## src/rtl/frame_scheduler_pkg.sv

```systemverilog
// rtl/frame_scheduler_pkg.sv - shared types, widths and defaults for the frame scheduler
package frame_scheduler_pkg;

  typedef enum logic [1:0] {
    MODE_TITLE = 2'd0,
    MODE_PLAY  = 2'd1,
    MODE_OVER  = 2'd2
  } mode_t;

  typedef enum logic [1:0] {
    PH_WAIT = 2'd0,
    PH_PHYS = 2'd1,
    PH_COLL = 2'd2,
    PH_SCRL = 2'd3
  } phase_t;

  localparam int Y_W        = 10;
  localparam int SCORE_W    = 16;
  localparam int AMOUNT_W   = 6;
  localparam int WAIT_W     = 10;
  localparam int OVR_W      = 8;
  localparam int OVER_CNT_W = 8;

  localparam int DEF_SCROLL_LINE = 200;
  localparam int DEF_MAX_SCROLL  = 16;
  localparam int DEF_DEATH_Y     = 600;
  localparam int DEF_TIMEOUT     = 1023;
  localparam int DEF_OVER_FRAMES = 120;

  // Rows to scroll so the doodle sits back on the scroll line, clamped per frame.
  function automatic logic [AMOUNT_W-1:0] calc_scroll(
    input logic [Y_W-1:0]      y,
    input logic [Y_W-1:0]      line,
    input logic [AMOUNT_W-1:0] max_rows
  );
    logic [Y_W-1:0] diff;
    diff        = line - y;
    calc_scroll = '0;
    if (y < line) begin
      if (diff > {{(Y_W-AMOUNT_W){1'b0}}, max_rows}) begin
        calc_scroll = max_rows;
      end else begin
        calc_scroll = diff[AMOUNT_W-1:0];
      end
    end
  endfunction

endpackage

```

## src/rtl/frame_scheduler_if.sv

```systemverilog
// rtl/frame_scheduler_if.sv - game-side handshake and status bundle of the frame scheduler
interface frame_scheduler_if;
  import frame_scheduler_pkg::*;

  logic                switch_frame;
  logic                button_left;
  logic                button_right;
  logic [Y_W-1:0]      doodle_y;
  logic                doodle_done;
  logic                collision_done;
  logic                scroll_ack;
  logic                doodle_step;
  logic                collision_start;
  logic                scroll_valid;
  logic [AMOUNT_W-1:0] scroll_amount;
  logic                game_reset;
  mode_t               mode;
  logic [SCORE_W-1:0]  score;
  logic [OVR_W-1:0]    overrun_count;
  logic                timeout_flag;

  modport master (
    input  switch_frame, button_left, button_right, doodle_y,
           doodle_done, collision_done, scroll_ack,
    output doodle_step, collision_start, scroll_valid, scroll_amount,
           game_reset, mode, score, overrun_count, timeout_flag
  );

  modport slave (
    output switch_frame, button_left, button_right, doodle_y,
           doodle_done, collision_done, scroll_ack,
    input  doodle_step, collision_start, scroll_valid, scroll_amount,
           game_reset, mode, score, overrun_count, timeout_flag
  );

endinterface

```

## src/rtl/frame_scheduler_edge_detect.sv

```systemverilog
// rtl/frame_scheduler_edge_detect.sv - 1-bit edge detector with selectable polarity
module edge_detect #(
  parameter logic FALLING   = 1'b0,
  parameter logic RESET_VAL = 1'b0
) (
  input  logic clk,
  input  logic rst,
  input  logic i_d,
  output logic o_edge
);

  logic r_q;

  // Previous input level; reset value chosen so an idle line never fakes an edge.
  always_ff @(posedge clk) begin
    if (rst) begin
      r_q <= RESET_VAL;
    end else begin
      r_q <= i_d;
    end
  end

  assign o_edge = FALLING ? (r_q & ~i_d) : (~r_q & i_d);

endmodule

```

## src/rtl/frame_scheduler.sv

```systemverilog
// rtl/frame_scheduler.sv - per-frame game sequencer: mode, update chain, score, diagnostics
module frame_scheduler
  import frame_scheduler_pkg::*;
#(
  parameter int SCROLL_LINE = DEF_SCROLL_LINE,
  parameter int MAX_SCROLL  = DEF_MAX_SCROLL,
  parameter int DEATH_Y     = DEF_DEATH_Y,
  parameter int TIMEOUT     = DEF_TIMEOUT,
  parameter int OVER_FRAMES = DEF_OVER_FRAMES
) (
  input logic               clk,
  input logic               rst,
  frame_scheduler_if.master io_bus
);

  mode_t               r_mode, w_mode_nxt;
  phase_t              r_phase, w_phase_nxt;
  logic [WAIT_W-1:0]   r_wait_cnt, w_wait_cnt_nxt;
  logic [AMOUNT_W-1:0] r_scroll_amount, w_amount_nxt;
  logic [SCORE_W-1:0]  r_score, w_score_nxt;
  logic [OVR_W-1:0]    r_overrun, w_overrun_nxt;
  logic                r_timeout, w_timeout_nxt;
  logic [OVER_CNT_W-1:0] r_over_cnt, w_over_cnt_nxt;
  logic                r_game_reset, w_game_reset_nxt;

  logic                w_tick;
  logic                w_left_rise;
  logic                w_right_rise;
  logic                w_btn_edge;
  logic                w_timed_out;
  logic [SCORE_W:0]    w_score_sum;

  edge_detect #(.FALLING(1'b1), .RESET_VAL(1'b1)) u_vs_edge (
    .clk(clk), .rst(rst), .i_d(io_bus.switch_frame), .o_edge(w_tick)
  );

  edge_detect #(.FALLING(1'b0), .RESET_VAL(1'b0)) u_left_edge (
    .clk(clk), .rst(rst), .i_d(io_bus.button_left), .o_edge(w_left_rise)
  );

  edge_detect #(.FALLING(1'b0), .RESET_VAL(1'b0)) u_right_edge (
    .clk(clk), .rst(rst), .i_d(io_bus.button_right), .o_edge(w_right_rise)
  );

  // Both buttons rising together is a single press.
  assign w_btn_edge  = w_left_rise | w_right_rise;
  assign w_timed_out = (r_wait_cnt == WAIT_W'(TIMEOUT));
  assign w_score_sum = {1'b0, r_score} + {{(SCORE_W+1-AMOUNT_W){1'b0}}, r_scroll_amount};

  // State register for mode, phase, counters and the game_reset pulse.
  always_ff @(posedge clk) begin
    if (rst) begin
      r_mode          <= MODE_TITLE;
      r_phase         <= PH_WAIT;
      r_wait_cnt      <= '0;
      r_scroll_amount <= '0;
      r_score         <= '0;
      r_overrun       <= '0;
      r_timeout       <= 1'b0;
      r_over_cnt      <= '0;
      r_game_reset    <= 1'b0;
    end else begin
      r_mode          <= w_mode_nxt;
      r_phase         <= w_phase_nxt;
      r_wait_cnt      <= w_wait_cnt_nxt;
      r_scroll_amount <= w_amount_nxt;
      r_score         <= w_score_nxt;
      r_overrun       <= w_overrun_nxt;
      r_timeout       <= w_timeout_nxt;
      r_over_cnt      <= w_over_cnt_nxt;
      r_game_reset    <= w_game_reset_nxt;
    end
  end

  // Next-state logic: phase chain first, then mode-level overrides.
  always_comb begin
    w_mode_nxt       = r_mode;
    w_phase_nxt      = r_phase;
    w_amount_nxt     = r_scroll_amount;
    w_score_nxt      = r_score;
    w_overrun_nxt    = r_overrun;
    w_timeout_nxt    = r_timeout;
    w_over_cnt_nxt   = r_over_cnt;
    w_game_reset_nxt = 1'b0;
    w_wait_cnt_nxt   = (r_phase == PH_WAIT) ? '0 : r_wait_cnt + WAIT_W'(1);

    // A tick seen while the chain is busy is dropped and counted.
    if (w_tick && (r_phase != PH_WAIT) && (r_overrun != '1)) begin
      w_overrun_nxt = r_overrun + OVR_W'(1);
    end

    case (r_phase)
      PH_WAIT: begin
        if (w_tick && (r_mode == MODE_PLAY)) begin
          w_phase_nxt = PH_PHYS;
        end
      end
      PH_PHYS: begin
        if (io_bus.doodle_done) begin
          if (io_bus.doodle_y >= Y_W'(DEATH_Y)) begin
            w_phase_nxt    = PH_WAIT;
            w_mode_nxt     = MODE_OVER;
            w_over_cnt_nxt = '0;
          end else begin
            w_phase_nxt = PH_COLL;
          end
        end else if (w_timed_out) begin
          w_phase_nxt   = PH_WAIT;
          w_timeout_nxt = 1'b1;
        end
      end
      PH_COLL: begin
        if (io_bus.collision_done) begin
          w_phase_nxt  = PH_SCRL;
          w_amount_nxt = calc_scroll(io_bus.doodle_y, Y_W'(SCROLL_LINE),
                                     AMOUNT_W'(MAX_SCROLL));
        end else if (w_timed_out) begin
          w_phase_nxt   = PH_WAIT;
          w_timeout_nxt = 1'b1;
        end
      end
      PH_SCRL: begin
        if (r_scroll_amount == '0) begin
          w_phase_nxt = PH_WAIT;
        end else if (io_bus.scroll_ack) begin
          w_phase_nxt = PH_WAIT;
          w_score_nxt = w_score_sum[SCORE_W] ? '1 : w_score_sum[SCORE_W-1:0];
        end else if (w_timed_out) begin
          w_phase_nxt   = PH_WAIT;
          w_timeout_nxt = 1'b1;
        end
      end
      default: w_phase_nxt = PH_WAIT;
    endcase

    case (r_mode)
      MODE_TITLE: begin
        w_score_nxt   = '0;
        w_timeout_nxt = 1'b0;
        w_overrun_nxt = '0;
        if (w_btn_edge) begin
          w_mode_nxt       = MODE_PLAY;
          w_game_reset_nxt = 1'b1;
        end
      end
      MODE_OVER: begin
        if (w_tick) begin
          if (r_over_cnt == OVER_CNT_W'(OVER_FRAMES - 1)) begin
            w_mode_nxt     = MODE_TITLE;
            w_over_cnt_nxt = '0;
          end else begin
            w_over_cnt_nxt = r_over_cnt + OVER_CNT_W'(1);
          end
        end
      end
      default: ;
    endcase

    // Every phase starts its wait count from zero.
    if (w_phase_nxt != r_phase) begin
      w_wait_cnt_nxt = '0;
    end
  end

  // Start pulses fire only in the first cycle of their phase.
  assign io_bus.doodle_step     = (r_phase == PH_PHYS) && (r_wait_cnt == '0);
  assign io_bus.collision_start = (r_phase == PH_COLL) && (r_wait_cnt == '0);
  assign io_bus.scroll_valid    = (r_phase == PH_SCRL) && (r_scroll_amount != '0);
  assign io_bus.scroll_amount   = r_scroll_amount;
  assign io_bus.game_reset      = r_game_reset;
  assign io_bus.mode            = r_mode;
  assign io_bus.score           = r_score;
  assign io_bus.overrun_count   = r_overrun;
  assign io_bus.timeout_flag    = r_timeout;

endmodule

```

## src/flat_wrapper.sv

```systemverilog
// flat-port wrapper written by rule: the top's interface ports become plain ports
module frame_scheduler_flat import frame_scheduler_pkg::*;
#(
  parameter int SCROLL_LINE = DEF_SCROLL_LINE,
  parameter int MAX_SCROLL  = DEF_MAX_SCROLL,
  parameter int DEATH_Y     = DEF_DEATH_Y,
  parameter int TIMEOUT     = DEF_TIMEOUT,
  parameter int OVER_FRAMES = DEF_OVER_FRAMES
)
  (clk, rst, io_bus_switch_frame, io_bus_button_left, io_bus_button_right, io_bus_doodle_y, io_bus_doodle_done, io_bus_collision_done, io_bus_scroll_ack, io_bus_doodle_step, io_bus_collision_start, io_bus_scroll_valid, io_bus_scroll_amount, io_bus_game_reset, io_bus_mode, io_bus_score, io_bus_overrun_count, io_bus_timeout_flag);
  frame_scheduler_if io_bus_i ();
  input logic clk;
  input logic rst;
  input wire logic [$bits(io_bus_i.switch_frame)-1:0] io_bus_switch_frame;
  input wire logic [$bits(io_bus_i.button_left)-1:0] io_bus_button_left;
  input wire logic [$bits(io_bus_i.button_right)-1:0] io_bus_button_right;
  input wire logic [$bits(io_bus_i.doodle_y)-1:0] io_bus_doodle_y;
  input wire logic [$bits(io_bus_i.doodle_done)-1:0] io_bus_doodle_done;
  input wire logic [$bits(io_bus_i.collision_done)-1:0] io_bus_collision_done;
  input wire logic [$bits(io_bus_i.scroll_ack)-1:0] io_bus_scroll_ack;
  output wire logic [$bits(io_bus_i.doodle_step)-1:0] io_bus_doodle_step;
  output wire logic [$bits(io_bus_i.collision_start)-1:0] io_bus_collision_start;
  output wire logic [$bits(io_bus_i.scroll_valid)-1:0] io_bus_scroll_valid;
  output wire logic [$bits(io_bus_i.scroll_amount)-1:0] io_bus_scroll_amount;
  output wire logic [$bits(io_bus_i.game_reset)-1:0] io_bus_game_reset;
  output wire logic [$bits(io_bus_i.mode)-1:0] io_bus_mode;
  output wire logic [$bits(io_bus_i.score)-1:0] io_bus_score;
  output wire logic [$bits(io_bus_i.overrun_count)-1:0] io_bus_overrun_count;
  output wire logic [$bits(io_bus_i.timeout_flag)-1:0] io_bus_timeout_flag;
  assign io_bus_i.switch_frame = io_bus_switch_frame;
  assign io_bus_i.button_left = io_bus_button_left;
  assign io_bus_i.button_right = io_bus_button_right;
  assign io_bus_i.doodle_y = io_bus_doodle_y;
  assign io_bus_i.doodle_done = io_bus_doodle_done;
  assign io_bus_i.collision_done = io_bus_collision_done;
  assign io_bus_i.scroll_ack = io_bus_scroll_ack;
  assign io_bus_doodle_step = io_bus_i.doodle_step;
  assign io_bus_collision_start = io_bus_i.collision_start;
  assign io_bus_scroll_valid = io_bus_i.scroll_valid;
  assign io_bus_scroll_amount = io_bus_i.scroll_amount;
  assign io_bus_game_reset = io_bus_i.game_reset;
  assign io_bus_mode = io_bus_i.mode;
  assign io_bus_score = io_bus_i.score;
  assign io_bus_overrun_count = io_bus_i.overrun_count;
  assign io_bus_timeout_flag = io_bus_i.timeout_flag;
  frame_scheduler #(.SCROLL_LINE(SCROLL_LINE), .MAX_SCROLL(MAX_SCROLL), .DEATH_Y(DEATH_Y), .TIMEOUT(TIMEOUT), .OVER_FRAMES(OVER_FRAMES)) u_core (.clk(clk), .rst(rst), .io_bus(io_bus_i));
endmodule
```

## config.mk

```make
export PLATFORM = sky130hd
export DESIGN_NAME = frame_scheduler_flat
export DESIGN_NICKNAME = d
export VERILOG_FILES = /design/src/rtl/frame_scheduler_pkg.sv /design/src/rtl/frame_scheduler_if.sv /design/src/rtl/frame_scheduler_edge_detect.sv /design/src/rtl/frame_scheduler.sv /design/src/flat_wrapper.sv
export SDC_FILE = /design/constraint.sdc
export NUM_CORES = 1
export LEC_CHECK = 0
export BUFFER_PORTS_ARGS = -buffer_cell sky130_fd_sc_hd__buf_4
export CAP_MARGIN = 0
export CORE_MARGIN = 1.5
export CORE_UTILIZATION = 50
export CTS_BUF_LIST = sky130_fd_sc_hd__clkbuf_4 sky130_fd_sc_hd__clkbuf_8
export DETAILED_ROUTE_END_ITERATION = 6
export PLACE_DENSITY = 0.75
export SKIP_CTS_REPAIR_TIMING = 1
export SLEW_MARGIN = 40
export SYNTH_ARGS = -nofsm -noshare
export SYNTH_HDL_FRONTEND = slang
export SYNTH_SLANG_ARGS = --single-unit
```

## constraint.sdc

```tcl
create_clock -name clk -period 1.92 [get_ports clk]
set_input_delay 0.384 -clock clk [delete_from_list [all_inputs] [get_ports clk]]
set_output_delay 0.384 -clock clk [all_outputs]
set_load 0.01 [all_outputs]
```

After elaboration in Yosys (flattened, before gate mapping) --
Index checks and enable logic that the tools add are counted.
Cells by class: add/sub/neg operators 5, $mul 0, div/mod/pow operators 0, order comparisons 3, eq/ne operators 13, shift operators 0, muxes and demuxes 31, bitwise gates (word level) 9, reductions and logical operators 19
Operator list (count):
- 8-bit two-way mux | 6
- 2-bit two-way mux | 13
- 16-bit by 6-bit adder with 17-bit output | 1
- 8-bit by 1-bit adder with 8-bit output, second input constant | 2
- 16-bit two-way mux | 1
- 6-bit two-way mux | 2
- 10-bit by 1-bit adder with 10-bit output, second input constant | 1
- 10-bit equality test, second input constant | 1
- 10-bit greater-or-equal comparator, second input constant | 1
- 10-bit by 5-bit greater-than comparator with 1-bit output, second input constant | 1
- 10-bit zero test | 1
- 10-bit by 8-bit < comparator with 1-bit output, second input constant | 1
- 8-bit by 10-bit subtractor with 10-bit output, first input constant | 1
- 8-bit by 7-bit equality test with 1-bit output, second input constant | 1
- 2-bit != test, second input constant | 4
- 8-bit != test, second input constant | 1
- 2-bit case mux with 4 select lines | 1
- 2-bit equality test, second input constant | 3
- 1-bit logical AND | 6
- 6-bit zero test | 1
- 1-bit two-way mux | 6
- 6-bit nonzero test | 1
- 1-bit NOT | 5
- 5-bit AND reduction | 1
- other kinds (13) | 18
Storage, ports and cells: flip-flop bits (word level) 57, bits in latches 0, memory bits (writable) 0, bits in read-only memories 0, input bits 18, memories kept 0

Logic depth before layout (Yosys ltp) --
Gate-level depths: netlist of the first run.
depth after elaboration 7, depth in mapped cells 9, depth with buffers taken out 9

Cells and area by module --
A second synthesis of the first run with hierarchy kept.
Second synthesis, totals: cells, all modules 397, area, all modules 3407.0 um^2
By module, submodules not included:
- frame_scheduler | instances 1, cells each 388, area an instance 3276.9 um^2, sequential area each 1081.0 um^2
- edge_detect at u_core.u_left_edge ... | instances 2, cells each 3, area an instance 47.5 um^2, sequential area each 20.0 um^2
- edge_detect at u_core.u_vs_edge | instances 1, cells each 3, area an instance 35.0 um^2, sequential area each 20.0 um^2

Worst setup path before layout of the first run --
OpenSTA, ideal clock, no wires.
path type register to register, start reg u_core.r_scroll_amount[0], in the netlist u_core.io_bus.scroll_amount[0], end reg u_core.r_score[8], in the netlist u_core.io_bus.score[8], setup time 0.116 ns, arrival 2.033 ns, required time 1.804 ns, setup slack -0.229 ns, cell stages (with the launch flop) 10, clock period less this slack 2.149 ns, cells stage by stage dfxtp_1 -> ha_1 -> inv_1 -> fa_1 -> nor2b_1 -> o2111ai_1 -> a21boi_2 -> and3_1 -> nand3_1 -> o211a_1
On the way: cells in the longest elaborated chain, start to end 3, elaborated cells between the ends (all ways) 5, those cells by class add/sub (1); mux (1); bitwise (1); reduce/logical (2)
Ends and longest elaborated chain:
- start, declared | RTL line frame_scheduler.sv:19 | logic [AMOUNT_W-1:0] r_scroll_amount, w_amount_nxt;
- start signal, assigned | RTL line frame_scheduler.sv:66 | r_scroll_amount <= w_amount_nxt;
- parallel branches: the longest is 3 deep, another holds 16-bit by 6-bit adder with 17-bit output
- end signal, assigned | RTL line frame_scheduler.sv:67 | r_score <= w_score_nxt;
- end, declared | RTL line frame_scheduler.sv:20 | logic [SCORE_W-1:0] r_score, w_score_nxt;
Several ways; the timed one is not identified. A chain may end at the register's enable or synchronous reset.

Final worst setup path of the first run --
start reg u_core.r_score[0], in the netlist u_core.io_bus.score[0], end reg u_core.r_score[8], in the netlist u_core.io_bus.score[8]
On the way: cells in the longest elaborated chain, start to end 2
Ends and longest elaborated chain:
- 16-bit by 6-bit adder with 17-bit output | RTL line frame_scheduler.sv:48 | assign w_score_sum = {1'b0, r_score} + {{(SCORE_W+1-AMOUNT_W){1'b0}}, r_scroll_amount};
- 16-bit two-way mux | RTL line frame_scheduler.sv:127 | w_score_nxt = w_score_sum[SCORE_W] ? '1 : w_score_sum[SCORE_W-1:0];
Every way passes these cells.

==> results of run 1 <==
-- metrics by stage --
step                      worst slack (ns)  utilization
after floorplan                   -0.04582            -
after global placement            -0.08900       0.6454
after detailed placement           -0.1126       0.6454
after CTS                          -0.1537       0.6878
after global routing               -0.1786       0.7072
final                             -0.08713       0.7072
-- worst max path at each step --
stage / slack [ns] / from / endpoint / cells past startpoint
3_3_place_gp: -0.09 / io_bus_doodle_y[0] / u_core.io_bus.scroll_amount[2] / 7
6_report: -0.09 / u_core.io_bus.score[0] / u_core.io_bus.score[8] / 9
3_5_place_dp: -0.11 / io_bus_doodle_y[0] / u_core.io_bus.scroll_amount[2] / 7
2_1_floorplan: -0.05 / u_core.io_bus.score[0] / u_core.io_bus.score[8] / 9
4_1_cts: -0.15 / u_core.io_bus.score[0] / u_core.io_bus.score[8] / 9
5_1_grt: -0.18 / u_core.io_bus.score[0] / u_core.io_bus.score[8] / 9
-- routing by layer --
layer,vias up,wire [um],global-route usage
met5,-,0,0
met4,0,238,0.1259
met3,22,390,0.06591
met2,81,3932,0.3950
met1,1393,3390,0.2804
li1,1495,-,-
-- flip-flops by register name, summed over array words and instances, names as in the netlist, 2 cells and up --
signal and count:
u_core.r_over_cnt 8, u_core.r_phase 2, u_core.io_bus.scroll_amount 6, u_core.io_bus.mode 2
u_core.io_bus.score 16, u_core.io_bus.overrun_count 8, u_core.r_wait_cnt 10
-- cells by family (layout without fill, tap and decap cells) --
kind of cell	Yosys count	in the layout	synth area share
compound gates	92	93	0.2089
xor+xnor	23	23	0.06714
fa+ha+maj	13	13	0.05671
buf+inv	28	129	0.03628
flops	57	57	0.3803
mux	1	1	0.003336
simple gates	141	141	0.2473
-- cell type report --
class | count | area [sq um]
fillers | 470 | 1713
flip-flops and latches | 57 | 1150
inverters | 20 | 75.07
clock inverters | 5 | 102.6
repair buffers | 93 | 698.2
multi-input cells | 271 | 1873
clock buffers | 11 | 145.1
well taps | 75 | 93.84
-- critical path, stage by stage (launching register included) --
cell and delay, ns:
dfxtp_4 0.36, ha_4 0.13, inv_2 0.04, fa_2 0.37, nor2b_4 0.17, o2111ai_4 0.14
a21boi_4 0.25, and3_4 0.24, nand3_2 0.07, o211a_1 0.13
-- power groups by stage --
stage	registers, mW	logic (mW)	clock network (mW)
finish	1.21	0.239	1.40
global route	1.21	0.263	1.47
CTS	1.21	0.232	1.42
detailed placement	1.24	0.231	0
global placement	1.23	0.228	0
floorplan	1.23	0.119	0
-- cells in the final DEF (no fill, tap or decap), types with 7 or more instances in the layout --
| master | count |
|---|---|
| a21oi_1 | 18 |
| nand2_1 | 19 |
| xor2_1 | 17 |
| nor3_1 | 9 |
| nor2_1 | 40 |
| a31oi_1 | 9 |
| o21ai_1 | 10 |
| buf_4 | 93 |
| inv_1 | 17 |
| nand2b_1 | 12 |
| nand4_1 | 7 |
| o21ai_0 | 11 |
| nand3_1 | 16 |
| a311oi_1 | 7 |
| dfxtp_1 | 54 |
| clkbuf_8 | 10 |
| ha_1 | 11 |
==> metrics.md, run 1 <==
| Metric | Value |
|---|---|
| Post-Syn Area | `0.003000 sq mm` |
| Initial DRC Count | `around 110` |
| I/O pin cnt | `between 50 and 60` |
| Via count | `about 3000` |
| Seq pwr share | `0.424` |
| Count leader, synth | `dfxtp_1` |
| Synthesized area per cell | `8.452 sq um` |
| Setup_tns | `-0.1851 ns` |
| RD Place Congestion | `0.9269` |
| Dpl cells | `~500` |
| Vias per cell | `5.622` |
| Worst Hold Depth | `2` |
| # DRC | `0` |
| Root buffer cell | `clkbuf_8` |
| Wire length per cell | `between 10 and 15 um` |
| PwrDens | `688.2 mW/mm^2` |
| Max Root-Sink Buffers | `2` |
| Largest net degree at the start of global routing | `21` |
| Tot Pwr | `~2.8 mW` |
| Lkg Pwr | `1.688 nW` |
| Peak supply drop | `0.6533 mV` |
| Worst-path fanout max | `8` |
| PortBufs | `54` |
| First drt pass iteration count | `4` |
| Status | `finished with violations` |
| Vias in the first global route | `2694` |
| Area Growth Syn to Fin | `37.91%` |
| CTS tree | `yes` |
| HPWL Detailed | `5342 um` |
| CP required | `2.16 ns` |
| Setup crit start kind | `flop` |
| Reg2reg path depth | `9` |
| Slew headroom | `0.6533` |
| Final min period | `2.007 ns` |
| R2r startpoint | `u_core.io_bus.score[0]` |
| Sw power | `635.1 uW` |
| Hold Crit Start | `io_bus_switch_frame` |
| Placed inst area | `0.003776 sq mm` |
| CTS clk-pin slew, worst paths | `0.07 ns` |
| Antenna diodes | `0` |
| Clock power frac | `0.492` |
| Leading post-synthesis cells by cell area | `dfxtp_1, ha_1, nor2_1` |
| Period utilization | `1.045` |
| Part of the power in combinational logic | `0.084` |
| R2R setup slack | `-0.09 ns` |
| Overall die height | `~80 um` |
| Slew at the pin closest to its max-slew limit | `0.5182 ns` |
| First-pass GRT wire length | `approximately 12000 um` |
| Min-Delay Path Class | `primary input to flop` |
| Int Pwr | `2.212 mW` |
| Share of cells above drive strength 1 | `0.2954` |
| RSZ-0062 raised after global routing | `yes` |
| EDFF count, synth | `0` |
| WS Path Type | `flop to flop` |
| Total routed wirelength | `7951 um` |
| Async S/R FF share, synth | `0` |
| Mapped Nets | `about 390` |
| WHS | `0.2391 ns` |
| Gr ovfl total | `0` |
| Core ar. | `just under 0.006 sq mm` |
| Max Freq | `0.4982 GHz` |
| Core Rows | `28` |
| Failing checks | `setup timing` |
| Worst EP arrival | `2.25 ns` |
| # setup viols final | `4` |
| Top FF cell, synth | `dfxtp_1` |
| Setup ws final | `-0.08713 ns` |
| Width of the die | `80.47 um` |
| Num CTS Buffers | `9` |
| Clock sinks | `57` |
| Slew Limit Fails | `0` |
| Layout Cells excl Fill | `532` |
| Hold EP | `u_core.u_vs_edge.r_q` |
| Final ANT Viol Nets | `0` |
| Post-synth top area share | `0.3803` |
| Die area | `0.006475 sq mm` |
| Commonest cells in the netlist | `dfxtp_1, nor2_1, a21oi_1, nand2_1, inv_1` |
| Clk_skew | `0.008025 ns` |
| Crit. End Element | `flop` |
| Hold Fails Final Rpt | `0` |
| GRT Util Overall | `0.2391` |
| H-tree lvl count | `3` |
| Nets | `roughly 480` |
| R2R Path End | `u_core.io_bus.score[8]` |
| Post-synth cell types | `a little over 60` |
| Sequential area share after synthesis | `0.3803` |
| Syn. warnings | `0` |
| Max-cap violations | `0` |
| Sw frac | `0.2231` |
| Antenna violations before repair | `0` |
| Clk_lat worst skew | `0.34 ns` |
| Area leader, netlist | `dfxtp_1` |
| Final Instance Area | `0.004138 sq mm` |
| Initial Util | `0.5128` |
| Mapped Cells | `355` |
| Seq cells post-synth | `57` |
No activity file was read; power rests on OpenSTA's default activity.
==> run 2, diff against run 1 <==
--- a/config.mk
+++ b/config.mk
@@ -11,6 +11,7 @@
 export CORE_UTILIZATION = 50
 export CTS_BUF_LIST = sky130_fd_sc_hd__clkbuf_4 sky130_fd_sc_hd__clkbuf_8
 export DETAILED_ROUTE_END_ITERATION = 6
+export MAX_ROUTING_LAYER = met4
 export PLACE_DENSITY = 0.75
 export SKIP_CTS_REPAIR_TIMING = 1
 export SLEW_MARGIN = 40
==> metrics.md, run 2 (synthesized netlist as in run 1, its figures left out) <==
| Metric | Value |
|---|---|
| # DRC | `0 (unchanged)` |
| Clk_lat worst skew | `0.35 ns (was 0.34 ns)` |
| # fillers | `473 (was 470)` |
| Core ar. | `0.005851 sq mm (unchanged)` |
| Clock power frac | `0.491 (was 0.492)` |
| Die area | `0.006475 sq mm (unchanged)` |
| Most frequent cells in the layout | `buf_4, dfxtp_1, nor2_1 (unchanged)` |
| WS Path Type | `flop to flop (unchanged)` |
| H-tree lvl count | `3 (unchanged)` |
| Period utilization | `1.051 (was 1.045)` |
| R2R setup slack | `-0.1 ns (was -0.09 ns)` |
| Sw power | `633.0 uW (was 635.1 uW)` |
| Clk_skew | `0.008907 ns (was 0.008025 ns)` |
| Slew Limit Fails | `0 (unchanged)` |
| Setup_tns | `-0.2138 ns (was -0.1851 ns)` |
| Total routed wirelength | `7984 um (was 7951 um)` |
| Max Freq | `0.4956 GHz (was 0.4982 GHz)` |
| I/O pin cnt | `55 (unchanged)` |
| Antenna diodes | `0 (unchanged)` |
| Root buffer cell | `clkbuf_8 (unchanged)` |
| Vias in the first global route | `2680 (was 2694)` |
| # setup viols final | `4 (unchanged)` |
| Width of the die | `80.47 um (unchanged)` |
| Max reg flops | `16 (unchanged)` |
| Antenna violations before repair | `0 (unchanged)` |
| Int Pwr | `2.213 mW (was 2.212 mW)` |
| CTS tree | `yes (unchanged)` |
| Fin util | `0.7089 (was 0.7072)` |
| Slew headroom | `0.6608 (was 0.6533)` |
| Tot Pwr | `2.846 mW (was 2.847 mW)` |
| Nets | `483 (unchanged)` |
| Peak supply drop | `0.6536 mV (was 0.6533 mV)` |
| Gr ovfl total | `0 (unchanged)` |
| CTS clk-pin slew, worst paths | `0.07 ns (about the same)` |
| Overall die height | `80.47 um (unchanged)` |
| Share of cells above drive strength 1 | `0.3063 (was 0.2954)` |
| HPWL Detailed | `5342 um (unchanged)` |
| Num CTS Buffers | `9 (unchanged)` |
| Via count | `3010 (was 2991)` |
| Worst-path fanout max | `8 (unchanged)` |
| Setup crit start kind | `flop (unchanged)` |
| Final ANT Viol Nets | `0 (unchanged)` |
| Slew at the pin closest to its max-slew limit | `0.5069 ns (was 0.5182 ns)` |
| GRT Util Overall | `0.2473 (was 0.2391)` |
| Clock sinks | `57 (unchanged)` |
| Lkg Pwr | `1.690 nW (was 1.688 nW)` |
| Vias per cell | `5.658 (was 5.622)` |
| Max Root-Sink Buffers | `2 (unchanged)` |
| Core Rows | `28 (unchanged)` |
| Min-Delay Path Class | `primary input to flop (unchanged)` |
| First drt pass iteration count | `4 (unchanged)` |
| Status | `finished with violations (unchanged)` |
| Seq pwr share | `0.425 (was 0.424)` |
| Commonest non-fill, non-tap cell in the layout | `buf_4 (unchanged)` |
| Post-Place Worst Slack | `-0.1126 ns (unchanged)` |
| Placed inst area | `0.003776 sq mm (unchanged)` |
| RD Place Congestion | `0.9433 (was 0.9269)` |
| Hold Fails Final Rpt | `0 (unchanged)` |
| Initial Util | `0.5128 (unchanged)` |
| Final min period | `2.018 ns (was 2.007 ns)` |
| Sw frac | `0.2224 (was 0.2231)` |
| First-pass GRT wire length | `11930 um (was 11900 um)` |
| Wire length per cell | `15.01 um (was 14.95 um)` |
| Setup ws final | `-0.09788 ns (was -0.08713 ns)` |
| Failing checks | `setup timing (unchanged)` |
| PortBufs | `54 (unchanged)` |
| Final Instance Area | `0.004148 sq mm (was 0.004138 sq mm)` |
| Crit. End Element | `flop (unchanged)` |
| CP required | `2.16 ns (about the same)` |
| Part of the power in combinational logic | `0.084 (about the same)` |
| Worst EP arrival | `2.26 ns (was 2.25 ns)` |
| PwrDens | `686.3 mW/mm^2 (was 688.2 mW/mm^2)` |
| Initial DRC Count | `136 (was 113)` |
| Area Growth Syn to Fin | `38.24% (was 37.91%)` |
| RSZ-0062 raised after global routing | `yes (unchanged)` |
| Largest net degree at the start of global routing | `21 (unchanged)` |
| Max-cap violations | `0 (unchanged)` |
-- run 2: changes by cell type in the layout (fill, tap and decap cells not counted) --
cell / delta
dfxtp_1: -3
dfxtp_2: +3
buf_4: -1
buf_6: +1
ha_1: -1
ha_2: +1
inv_1: -1
inv_2: +1
-- run 2: power groups by stage --
stage	registers, mW	clock network (mW)	logic, mW
6_report	1.21	1.40	0.240
3_5_place_dp	1.24	0	0.231
2_1_floorplan	1.23	0	0.119
3_3_place_gp	1.23	0	0.228
4_1_cts	1.21	1.42	0.232
5_1_grt	1.21	1.48	0.264
-- run 2: worst max-delay path, stage by stage (launching register included) --
cell and delay (ns):
dfxtp_4 0.36, ha_4 0.13, inv_2 0.04, fa_2 0.37
nor2b_4 0.17, o2111ai_4 0.14, a21boi_4 0.26, and3_4 0.24
nand3_2 0.07, o211a_1 0.13
-- run 2: worst paths after layout --
kind	end	depth (start not counted)	startpoint
setup / recovery	u_core.io_bus.score[8]	9	u_core.io_bus.score[0]
hold / removal	u_core.u_vs_edge.r_q	2	io_bus_switch_frame
setup reg to reg	u_core.io_bus.score[8]	9	u_core.io_bus.score[0]
hold reg to reg	u_core.io_bus.timeout_flag	2	u_core.io_bus.timeout_flag
-- run 2: layer usage --
metal  routed length (um)  part of all wire  track usage  up-vias
met5                    0                 0            -        -
met4                  199             0.025       0.1052        0
met3                  418             0.052      0.08636       18
met2                 3966              0.50       0.3941       92
met1                 3399              0.43       0.2818     1402
li1                     -                 -            -     1498
-- run 2: through the flow --
stage	hold slack [ns]	cells
3_3_place_gp	0.4639	513
5_1_grt	0.2286	532
6_report	0.2378	532
3_5_place_dp	0.4606	513
2_1_floorplan	0.4413	355
4_1_cts	0.2322	529
-- run 2: layout make-up --
cell class	instances	area, sq um	area share
Clock buffer	11	145.1	0.03499
Multi-Input combinational cell	271	1876	0.4522
Clock inverter	5	102.6	0.02474
Inverter	20	75.07	0.01810
Sequential cell	57	1154	0.2781
Timing Repair Buffer	93	701.9	0.1692
Tap cell	75	93.84	0.02262
